### config.mk
export PLATFORM = sky130hd
export DESIGN_NAME = mem_port_arbiter
export DESIGN_NICKNAME = d
export VERILOG_FILES = /design/src/rtl/mem_port_arbiter.sv
export SDC_FILE = /design/constraint.sdc
export NUM_CORES = 1
export LEC_CHECK = 0
export ABC_AREA = 1
export BUFFER_PORTS_ARGS = -buffer_cell sky130_fd_sc_hd__buf_2
export CORE_UTILIZATION = 40
export DETAILED_ROUTE_END_ITERATION = 7
export GPL_ROUTABILITY_DRIVEN = 0
export PLACE_DENSITY = 0.69
export SETUP_SLACK_MARGIN = 0.4
export SLEW_MARGIN = 20
export SYNTH_ARGS = -nofsm -noshare
export SYNTH_HDL_FRONTEND = slang
export SYNTH_SLANG_ARGS = --single-unit
export TNS_END_PERCENT = 10
### constraint.sdc
create_clock -name clk -period 1.75 [get_ports clk]
set_clock_uncertainty 0.1 [all_clocks]
set_input_delay 0.2625 -clock clk [delete_from_list [all_inputs] [get_ports clk]]
set_output_delay 0.2625 -clock clk [all_outputs]
set_load 0.02 [all_outputs]
### src/rtl/mem_port_arbiter.sv
// Shares one single-port synchronous SRAM between the instruction-fetch and load/store ports.
// Optional: define ARB_MISALIGN_CHK_EN to reject misaligned data accesses with d_err instead of masking addr[1:0].
module mem_port_arbiter #(
  parameter int unsigned AW         = 32,
  parameter int unsigned DW         = 32,
  parameter int unsigned RD_LAT     = 1,
  parameter int unsigned STARVE_MAX = 4
) (
  input  logic          clk,
  input  logic          reset,
  input  logic          if_req,
  input  logic [AW-1:0] if_addr,
  output logic [DW-1:0] if_rdata,
  output logic          if_valid,
  input  logic          d_req,
  input  logic          d_we,
  input  logic [3:0]    d_be,
  input  logic [AW-1:0] d_addr,
  input  logic [DW-1:0] d_wdata,
  output logic [DW-1:0] d_rdata,
  output logic          d_valid,
  output logic          d_err,
  output logic          stall,
  output logic          mem_req,
  output logic          mem_we,
  output logic [3:0]    mem_be,
  output logic [AW-1:0] mem_addr,
  output logic [DW-1:0] mem_wdata,
  input  logic [DW-1:0] mem_rdata
);

  localparam int unsigned LW = 3;
  localparam int unsigned SW = 4;
  localparam logic [AW-1:0] WORD_MASK = ~AW'(3);

  typedef enum logic [1:0] {IDLE, ISSUE, WAIT, RESP} state_t;

  typedef struct packed {
    logic is_data;
    logic we;
  } owner_t;

  state_t          state_q, state_d;
  owner_t          own_q, own_d;
  logic [LW-1:0]   lat_q, lat_d;
  logic [SW-1:0]   starve_q, starve_d;
  logic [DW-1:0]   if_rdata_q, if_rdata_d;
  logic            if_valid_q, if_valid_d;
  logic [DW-1:0]   d_rdata_q, d_rdata_d;
  logic            d_valid_q, d_valid_d;
  logic            d_err_q, d_err_d;
  logic            mem_req_q, mem_req_d;
  logic            mem_we_q, mem_we_d;
  logic [3:0]      mem_be_q, mem_be_d;
  logic [AW-1:0]   mem_addr_q, mem_addr_d;
  logic [DW-1:0]   mem_wdata_q, mem_wdata_d;
  logic            misalign_c;
  logic            grant_data_c;

`ifdef ARB_MISALIGN_CHK_EN
  assign misalign_c = (d_addr[1:0] != 2'b00);
`else
  assign misalign_c = 1'b0;
`endif

  // Data wins unless fetch has waited through STARVE_MAX consecutive data grants.
  assign grant_data_c = d_req & ~(if_req & (starve_q == SW'(STARVE_MAX)));

  // Next-state and next-output logic; every registered output is computed here.
  always_comb begin
    state_d     = state_q;
    own_d       = own_q;
    lat_d       = lat_q;
    starve_d    = starve_q;
    if_rdata_d  = if_rdata_q;
    if_valid_d  = 1'b0;
    d_rdata_d   = d_rdata_q;
    d_valid_d   = 1'b0;
    d_err_d     = 1'b0;
    mem_req_d   = 1'b0;
    mem_we_d    = 1'b0;
    mem_be_d    = mem_be_q;
    mem_addr_d  = mem_addr_q;
    mem_wdata_d = mem_wdata_q;

    case (state_q)
      IDLE: begin
        if (grant_data_c) begin
          own_d = '{is_data: 1'b1, we: d_we};
          if (if_req) begin
            starve_d = (starve_q == SW'(STARVE_MAX)) ? starve_q : starve_q + SW'(1);
          end else begin
            starve_d = '0;
          end
          if (misalign_c) begin
            // Rejected access: answer immediately without touching memory or d_rdata.
            state_d   = RESP;
            d_valid_d = 1'b1;
            d_err_d   = 1'b1;
          end else begin
            state_d     = ISSUE;
            mem_req_d   = 1'b1;
            mem_we_d    = d_we;
            mem_be_d    = d_be;
            mem_addr_d  = d_addr & WORD_MASK;
            mem_wdata_d = d_wdata;
          end
        end else if (if_req) begin
          own_d      = '{is_data: 1'b0, we: 1'b0};
          starve_d   = '0;
          state_d    = ISSUE;
          mem_req_d  = 1'b1;
          mem_be_d   = 4'hF;
          mem_addr_d = if_addr & WORD_MASK;
        end
      end

      ISSUE: begin
        if (own_q.we) begin
          state_d   = RESP;
          d_valid_d = 1'b1;
        end else begin
          state_d = WAIT;
          lat_d   = LW'(RD_LAT - 1);
        end
      end

      WAIT: begin
        if (lat_q == '0) begin
          state_d = RESP;
          if (own_q.is_data) begin
            d_rdata_d = mem_rdata;
            d_valid_d = 1'b1;
          end else begin
            if_rdata_d = mem_rdata;
            if_valid_d = 1'b1;
          end
        end else begin
          lat_d = lat_q - LW'(1);
        end
      end

      RESP: begin
        state_d = IDLE;
      end

      default: begin
        state_d = IDLE;
      end
    endcase
  end

  // State and output registers; reset discards any read in flight.
  always_ff @(posedge clk or negedge reset) begin
    if (!reset) begin
      state_q     <= IDLE;
      own_q       <= '0;
      lat_q       <= '0;
      starve_q    <= '0;
      if_rdata_q  <= '0;
      if_valid_q  <= 1'b0;
      d_rdata_q   <= '0;
      d_valid_q   <= 1'b0;
      d_err_q     <= 1'b0;
      mem_req_q   <= 1'b0;
      mem_we_q    <= 1'b0;
      mem_be_q    <= '0;
      mem_addr_q  <= '0;
      mem_wdata_q <= '0;
    end else begin
      state_q     <= state_d;
      own_q       <= own_d;
      lat_q       <= lat_d;
      starve_q    <= starve_d;
      if_rdata_q  <= if_rdata_d;
      if_valid_q  <= if_valid_d;
      d_rdata_q   <= d_rdata_d;
      d_valid_q   <= d_valid_d;
      d_err_q     <= d_err_d;
      mem_req_q   <= mem_req_d;
      mem_we_q    <= mem_we_d;
      mem_be_q    <= mem_be_d;
      mem_addr_q  <= mem_addr_d;
      mem_wdata_q <= mem_wdata_d;
    end
  end

  assign if_rdata  = if_rdata_q;
  assign if_valid  = if_valid_q;
  assign d_rdata   = d_rdata_q;
  assign d_valid   = d_valid_q;
  assign d_err     = d_err_q;
  assign mem_req   = mem_req_q;
  assign mem_we    = mem_we_q;
  assign mem_be    = mem_be_q;
  assign mem_addr  = mem_addr_q;
  assign mem_wdata = mem_wdata_q;

  assign stall = (if_req & ~if_valid_q) | (d_req & ~d_valid_q);

endmodule

# Word level (Yosys, flattened, before mapping)

Index checks and enable logic that the tools add are counted.

Word-level logic and storage cells: 75
Bits in registers: 147
Input port bits: 137
Output and inout bits: 138

Bitwise logic cells: 9
Equality and inequality tests: 9
Muxes and demuxes: 30
Reduce and logical (&&, ||, !) cells: 11
$add $sub $neg: 2

Operator list:

| operator                                            | number |
|---|---|
| two-way mux 32 bit                                  | 2 |
| two-way mux 4 bit                                   | 6 |
| two-way mux 1 bit                                   | 12 |
| AND reduction 3 bit                                 | 4 |
| two-way mux 2 bit                                   | 5 |
| case mux 2 bit (4 select lines)                     | 1 |
| two-way mux 3 bit                                   | 2 |
| inequality test 2 bit, second input constant        | 3 |
| inequality test 3 bit, second input constant        | 2 |
| case mux 3 bit (2 select lines)                     | 1 |
| AND reduction 2 bit                                 | 3 |
| adder 4 x 1 -> 4 bit, second input constant         | 1 |
| AND 1 bit                                           | 4 |
| equality test 2 bit, second input constant          | 2 |
| equality test 4 x 3 -> 1 bit, second input constant | 1 |
| NOT 1 bit                                           | 4 |
| nonzero test 2 bit                                  | 2 |
| zero test 3 bit                                     | 1 |
| subtractor 3 x 1 -> 3 bit, second input constant    | 1 |
| equality test 2 x 1 -> 1 bit, second input constant | 1 |
| zero test 2 bit                                     | 1 |
| case mux 1 bit (2 select lines)                     | 1 |
| OR 1 bit                                            | 1 |

# Logic depth before layout (Yosys ltp)

Gate-level depths: netlist of run 1.

Depth after elaboration: 6
Depth in mapped cells: 10
Gate-level depth less buffers: 9

# Least setup slack after synthesis of run 1

No wires, ideal clock.

Kind: flip-flop to flip-flop
Start point: register state_q[0]
End point: register d_rdata_q[2], in the netlist d_rdata[2]
Arrival time: 1.315 ns
Buffers on the path: 2
Clock period less this slack: 1.546 ns
Library setup time: 0.131 ns
Path slack: 0.204 ns
Stages on the path, launching flop included: 10
Data required time: 1.519 ns
Cells stage by stage: dfrtp_1 -> inv_1 -> ha_1 -> inv_1 -> nor2_4 -> nand2_1 -> buf_6 -> buf_6 -> nand2_1 -> o21ai_0

Cells in the longest elaborated chain, start to end: 2

Ends and longest elaborated chain:

| item                          | line | RTL |
|---|---|---|
| start, declared               | 43   | `state_t state_q, state_d;` |
| start signal, assigned        | 171  | `state_q <= state_d;` |
| equality test 2 bit           | 86   | `case (state_q)` |
| AND reduction 3 bit (no line) | n/a  |  |
| end signal, assigned          | 177  | `d_rdata_q <= d_rdata_d;` |
| end, declared                 | 49   | `logic [DW-1:0] d_rdata_q, d_rdata_d;` |

Every way passes these cells.
A chain may end at the register's enable or synchronous reset.

# Final worst setup path of run 1

Start point: register starve_q[1]
End point: register mem_addr_q[22], in the netlist mem_addr[22]

Cells in the longest elaborated chain, start to end: 6
Elaborated cells between the ends (all ways): 7
Those cells by class: eq/ne (1); mux (1); bitwise (3); reduce/logical (2)

Ends and longest elaborated chain:

| item                           | line | RTL |
|---|---|---|
| start, declared                | 46   | `logic [SW-1:0] starve_q, starve_d;` |
| start signal, assigned         | 174  | `starve_q <= starve_d;` |
| equality test 4 x 3 -> 1 bit * | 67   | `assign grant_data_c = d_req & ~(if_req & (starve_q == SW'(STARVE_MAX)));` |
| AND 1 bit *                    | 67   |  |
| NOT 1 bit *                    | 67   |  |
| AND 1 bit *                    | 67   |  |
| nonzero test 2 bit (no line)   | n/a  |  |
| AND reduction 2 bit (no line)  | n/a  |  |
| end signal, assigned           | 183  | `mem_addr_q <= mem_addr_d;` |
| end, declared                  | 55   | `logic [AW-1:0] mem_addr_q, mem_addr_d;` |

Mark *: on every way between the ends. The rest lies on a longest branch, timed or not.

==> results.py, run 1 <==
metrics = {
    "outcome": {
        "result_of_the_run": "complete, no violations",
    },
    "cts": {
        "clk_root_buffer_cell": "sky130_fd_sc_hd__clkbuf_16",
        "cts_htree_levels": 4,
        "clk_path_buf_depth": 2,
        "clkSinkCount": 145,
        "clk_pin_slew_worst_paths_ps": 60,
        "cts_tree": "done",
        "cts-buffers-inserted": 17,
        "clk-insertion-delay-late_ps": 410,
    },
    "routing": {
        "post-route-drc-count": 0,
        "route.detailed.vias_per_inst": 4.548,
        "dr.pass1.iters": 4,
        "ant_nets": 0,
        "totalWireLength_um": 17960,
        "first_iter_violations": 247,
        "detailed_route_wire_length_per_cell_um": 13.70,
        "detailroute.via_count": 5962,
    },
    "sta": {
        "post-route-worst-setup-slack_ps": 159.8,
        "setup_repair_after_global_routing_missed_its_margin": "yes",
        "post-route-period-util_pct": 90.87,
        "final_period_minus_worst_setup_slack_ps": 1590,
        "timing.final.setup_violations": 0,
        "setup-tns-final_ps": 0,
        "final-max-slew-violation-count": 0,
        "fmaxAchievable_ghz": 0.6289,
        "number_of_failing_hold_endpoints_at_the_final_stage": 0,
    },
    "power": {
        "powerDensity_nw_per_um2": 1796,
        "cell_internal_pwr_mw": 10.38,
        "p_leak_nw": 5.597,
        "pwr-share-seq_pct": 32.5,
        "p_clk_share_pct": 21.1,
        "ir_drop_mv": 0.8000,
        "net-switching-power_mw": 7.410,
        "power_switching_share_pct": 41.66,
        "pwr-share-comb_pct": 46.3,
    },
    "logic_synthesis": {
        "netlist_instances": 739,
        "synth_seq_cells": 145,
        "yosysWarningCount": 0,
        "synthDistinctLibCells": 26,
        "yosys_most_used_dff": "sky130_fd_sc_hd__dfrtp_1",
        "synth-seq-area-share_pct": 55.81,
        "synth-edff-count": 0,
        "syn-mean-instance-area_um2": 8.797,
        "synth.cell_area_um2": 6501,
        "async_reset_ff_share_pct": 100.0,
    },
    "critical_path": {
        "rrSetupSlack_ps": 160,
        "critical_path_class": "flip-flop to flip-flop",
        "worstPathArrival_ps": 1800,
        "critical_path.slowest_cell": "sky130_fd_sc_hd__dfrtp_1",
        "timing.critical_path.from_type": "flip-flop",
        "worstSetupEndpointType": "flip-flop",
        "cp_max_fo": 8,
        "cpLargestDelayFamily": "buffers and inverters",
        "critPathRequiredTime_ps": 1960,
        "path_buf_inv": 4,
        "timing.critical_path.slowest_cell_delay_ps": 390,
        "crit_path_cell_trace": "inv_2 > ha_4 > nand2_2 > inv_2 > nand2_8 > nand2_8 > buf_12 > buf_16 > nand2_4 > nand3_2 > nand2_1",
    },
    "global_routing": {
        "grt_pass1_vias": 5635,
        "gr-usage-met3_pct": 5.120,
        "grt_first_pass_wirelength_um": 27200,
        "globalRoute.busiestLayer": "met2",
        "groute.layer.met2.usage_pct": 35.80,
        "groute.layer.met1.usage_pct": 25.73,
        "grtUsageTotal_pct": 20.97,
        "grt_start_max_net_pins": 47,
        "grt_remaining_overflow": 0,
        "antenna_found_initial": 0,
    },
    "cells_and_area": {
        "final_net_count": 1226,
        "multi_input_area_um2": 2372,
        "fill_cells": 1369,
        "final_cell_area_excluding_filler_cells_um2": 9903,
        "final_cell_count_no_fill": 1311,
        "n_antenna_cell": 0,
        "post_route_cells_drive_above_1_share_pct": 40.91,
        "final_cell_mix": "sky130_fd_sc_hd__buf_2 (265), sky130_fd_sc_hd__nand2_1 (178), sky130_fd_sc_hd__dfrtp_1 (144)",
        "area_overhead_vs_synth_pct": 52.33,
        "final_common_cell": "sky130_fd_sc_hd__buf_2",
        "regArea_um2": 3630,
    },
    "flow_run": {
        "cap_viol_max_count": 0,
    },
    "floorplanning": {
        "boundaryPins": 275,
        "chipHeight_um": 129.5,
        "initial_utilization_pct": 40.93,
        "fp.coreArea_um2": 15890,
        "design.die.area_um2": 16770,
        "die-width_um": 129.5,
        "fp-row-count": 46,
    },
    "min_path": {
        "hold_class": "primary input to flip-flop",
    },
    "place": {
        "place_ws_ps": 63.33,
        "postPlaceCellArea_um2": 8119,
        "detailed_place_hpwl_um": 10870,
        "io_buffers": 267,
        "post-place-cells": 1206,
    },
}
## per-layer routing
layer  part of all wire (%)  wire, µm
met1                     42      7548
met5                      0         0
met4                    1.8       318
met3                    5.4       962
met2                     51      9128
## metrics by stage
step,power [mW],util (%),hold slack [ps]
2_1_floorplan,10.71,-,-133.1
3_3_place_gp,13.08,51.11,77.05
3_5_place_dp,13.24,51.11,77.72
4_1_cts,17.52,59.97,0.6772
5_1_grt,18.98,62.34,18.81
6_report,17.79,62.34,16.83
## worst min-delay path, stage by stage
cell and delay, ps:
sky130_fd_sc_hd__buf_2 90, sky130_fd_sc_hd__inv_1 80, sky130_fd_sc_hd__o21ai_2 60
## sequential cells by signal, summed over array words and instances, names as in the netlist
signal and cells:
state_q 2, if_valid 1, mem_we 1, mem_addr 30, starve_q 4, mem_req 1
if_rdata 32, mem_wdata 32, own_q 2, d_valid 1, lat_q 3, mem_be 4
d_rdata 32
## power by group through the flow
stage	clock network (mW)	logic (mW)	registers (mW)
final	3.76	8.24	5.79
after global routing	3.97	9.02	5.99
after CTS	3.83	7.92	5.76
after detailed placement	0	7.46	5.78
after global placement	0	7.32	5.76
after floorplan	0	3.05	7.66
## cells in the mapped netlist, types with 2 or more instances
cell type                  instances  share of area, %
sky130_fd_sc_hd__a21oi_1           2              0.15
sky130_fd_sc_hd__buf_2            10              0.77
sky130_fd_sc_hd__buf_4            12               1.4
sky130_fd_sc_hd__buf_6            13               2.3
sky130_fd_sc_hd__clkbuf_1          4              0.23
sky130_fd_sc_hd__dfrtp_1         145                56
sky130_fd_sc_hd__ha_1              7               1.3
sky130_fd_sc_hd__inv_1           139               8.0
sky130_fd_sc_hd__inv_2             3              0.17
sky130_fd_sc_hd__nand2_1         203                12
sky130_fd_sc_hd__nand3_1          66               5.1
sky130_fd_sc_hd__nand4_1           2              0.19
sky130_fd_sc_hd__nor2_1           14              0.81
sky130_fd_sc_hd__o21ai_0          26               2.0
sky130_fd_sc_hd__o21ai_1          42               3.2
sky130_fd_sc_hd__o21ai_2          39               5.3
sky130_fd_sc_hd__o22ai_1           3              0.29
## cell families after synthesis
family / after synthesis / share of synthesized area (%)
AO/OA/AOI/OAI: 113 / 11.18
AND/OR/NAND/NOR: 289 / 18.44
other: 1 / 0.05768
XOR/XNOR: 2 / 0.2695
flip-flops: 145 / 55.81
buffers and inverters: 182 / 12.89
adder cells (fa/ha/maj): 7 / 1.347
## worst paths after layout
check,startpoint,to,depth (start not counted)
hold / removal,mem_rdata[5],if_rdata[5],3
hold reg to reg,mem_addr[12],mem_addr[12],2
setup reg to reg,starve_q[1],mem_addr[22],11
min in group asynchronous,reset,d_rdata[8],2
max in group asynchronous,reset,mem_wdata[31],3
setup / recovery,starve_q[1],mem_addr[22],11
## what timing repair did
action                                  in CTS  in global routing
buffers inserted                            11                  7
pin swaps                                    6                 12
gates cloned                                 4                  5
endpoints found under the hold margin      175                  0
endpoints found under the setup margin     154                239
hold buffers                                46                  0
gates resized for setup                     34                 51
## layout make-up
| class | instances | area share (%) |
|---|---|---|
| clock buffers | 18 | 4.334 |
| flip-flops and latches | 145 | 36.65 |
| multi-input cells | 415 | 23.95 |
| inverters | 142 | 5.433 |
| well taps | 216 | 2.729 |
| repair buffers | 361 | 25.08 |
| clock inverters | 14 | 1.819 |
Note: power is estimated with default switching activity, not from simulation.
==> run 2: changes to the inputs <==
Settings changed: CORE_ASPECT_RATIO from default to 2.
==> results.py, run 2 (synthesized netlist as in run 1, its figures left out) <==
metrics = {
    "place": {
        "detailed_place_hpwl_um": 11680,
        "io_buffers": 267,
        "place_ws_ps": 154.6,
        "post-place-cells": 1187,
        "postPlaceCellArea_um2": 8070,
    },
    "routing": {
        "route.detailed.vias_per_inst": 4.742,
        "totalWireLength_um": 20590,
        "first_iter_violations": 196,
        "dr.pass1.iters": 4,
        "detailed_route_wire_length_per_cell_um": 15.71,
        "detailroute.via_count": 6212,
        "post-route-drc-count": 0,
        "ant_nets": 0,
    },
    "global_routing": {
        "grt_first_pass_wirelength_um": 28560,
        "antenna_found_initial": 1,
        "grt_pass1_vias": 5836,
        "grtUsageTotal_pct": 21.99,
        "grt_start_max_net_pins": 47,
        "grt_remaining_overflow": 0,
    },
    "cts": {
        "clk_pin_slew_worst_paths_ps": 60,
        "clk_path_buf_depth": 2,
        "cts_tree": "done",
        "clk_root_buffer_cell": "sky130_fd_sc_hd__clkbuf_16",
        "clkSinkCount": 145,
        "clk-insertion-delay-late_ps": 410,
        "cts-buffers-inserted": 17,
        "cts_htree_levels": 4,
    },
    "critical_path": {
        "critPathRequiredTime_ps": 1940,
        "critical_path.slowest_cell": "sky130_fd_sc_hd__dfrtp_1",
        "cpLargestDelayFamily": "buffers and inverters",
        "crit_path_cell_trace": "inv_2 > buf_6 > ha_4 > nand3_4 > clkbuf_16 > nand2_2 > o21ai_1",
        "worstPathArrival_ps": 1800,
        "timing.critical_path.from_type": "flip-flop",
        "critical_path_class": "flip-flop to flip-flop",
        "path_buf_inv": 3,
        "cp_max_fo": 8,
        "timing.critical_path.slowest_cell_delay_ps": 400,
        "worstSetupEndpointType": "flip-flop",
    },
    "power": {
        "p_total_mw": 19.39,
        "ir_drop_mv": 1.099,
        "p_leak_nw": 5.763,
        "powerDensity_nw_per_um2": 1871,
    },
    "cells_and_area": {
        "postLayoutCoreUtil_pct": 65.36,
        "final_net_count": 1241,
        "final_cell_mix": "sky130_fd_sc_hd__buf_2 (266), sky130_fd_sc_hd__nand2_1 (169), sky130_fd_sc_hd__dfrtp_1 (144)",
        "final_cell_count_no_fill": 1310,
        "final_common_cell": "sky130_fd_sc_hd__buf_2",
        "final_cell_area_excluding_filler_cells_um2": 10370,
        "area_overhead_vs_synth_pct": 59.45,
        "post_route_cells_drive_above_1_share_pct": 42.96,
    },
    "floorplanning": {
        "fp.coreArea_um2": 15860,
        "boundaryPins": 275,
        "die-width_um": 92.15,
        "chipHeight_um": 182.3,
        "fp-row-count": 65,
        "design.die.area_um2": 16800,
        "initial_utilization_pct": 40.99,
    },
    "sta": {
        "setup_repair_after_global_routing_missed_its_margin": "yes",
        "number_of_failing_hold_endpoints_at_the_final_stage": 0,
        "whs_ps": 20.23,
        "timing.final.setup_violations": 0,
        "final_period_minus_worst_setup_slack_ps": 1607,
        "post-route-worst-setup-slack_ps": 143.5,
        "post-route-period-util_pct": 91.80,
        "fmaxAchievable_ghz": 0.6225,
        "final-max-slew-violation-count": 0,
        "setup-tns-final_ps": 0,
    },
    "min_path": {
        "hold_class": "primary input to flip-flop",
    },
    "outcome": {
        "result_of_the_run": "complete, no violations",
    },
    "flow_run": {
        "cap_viol_max_count": 0,
    },
}
-- run 2: cell count changes in the layout (fill, tap and decap cells not counted), moves of 7 or more --
| cell | previous run | this run |
|---|---|---|
| sky130_fd_sc_hd__buf_4 | 26 | 14 |
| sky130_fd_sc_hd__nand3_2 | 17 | 7 |
| sky130_fd_sc_hd__clkbuf_16 | 22 | 30 |
| sky130_fd_sc_hd__nand2_2 | 4 | 17 |
| sky130_fd_sc_hd__o21ai_1 | 58 | 48 |
| sky130_fd_sc_hd__buf_6 | 3 | 12 |
| sky130_fd_sc_hd__nand3_1 | 50 | 57 |
| sky130_fd_sc_hd__o21ai_2 | 40 | 50 |
| sky130_fd_sc_hd__nand2_1 | 178 | 169 |
-- run 2: power breakdown --
part | leakage (nW) | switching [mW] | internal (mW) | total (mW)
Combinational | 3.69 | 5.63 | 3.92 | 9.55
Sequential | 1.78 | 0.961 | 4.97 | 5.93
Clock | 0.294 | 1.36 | 2.55 | 3.91
Total | 5.76 | 7.96 | 11.4 | 19.4
-- run 2: path summary, 6_finish.rpt --
check,startpoint,end,slack [ps],depth (start not counted)
hold reg to reg,mem_addr[26],mem_addr[26],370,2
min in group asynchronous,reset,mem_addr[3],220,2
setup reg to reg,state_q[0],mem_wdata[27],140,7
setup / recovery,state_q[0],mem_wdata[27],140,7
max in group asynchronous,reset,mem_addr[13],780,3
hold / removal,mem_rdata[28],d_rdata[28],20,3
-- run 2: per-layer routing --
metal | routed length [µm] | up-vias | GRT usage (%)
met3 | 756 | 44 | 4.667
met5 | 0 | - | 0
met1 | 7654 | 2972 | 23.47
met4 | 788 | 0 | 11.19
met2 | 11390 | 213 | 40.06
li1 | - | 2983 | -
-- run 2: cell type report --
cell class,count,area (µm²)
Clock buffer,20,446.7
Fill cell,1248,5493
Inverter,142,538.0
Antenna cell,1,2.502
Clock inverter,10,185.2
Multi-Input combinational cell,416,2457
Tap cell,201,251.5
Sequential cell,145,3630
Timing Repair Buffer,375,2855
-- run 2: what timing repair did --
item                                    CTS  global route
endpoints found under the hold margin   196             0
endpoints found under the setup margin  147           221
cloned                                    7            19
pin swaps                                 4            18
hold buffers                             48             0
buffers inserted                          7            11
resized for setup                        22            99
-- run 2: worst min-delay path, cell delays in order --
cell	delay (ps)
sky130_fd_sc_hd__buf_2	100
sky130_fd_sc_hd__inv_1	80
sky130_fd_sc_hd__o21ai_2	60
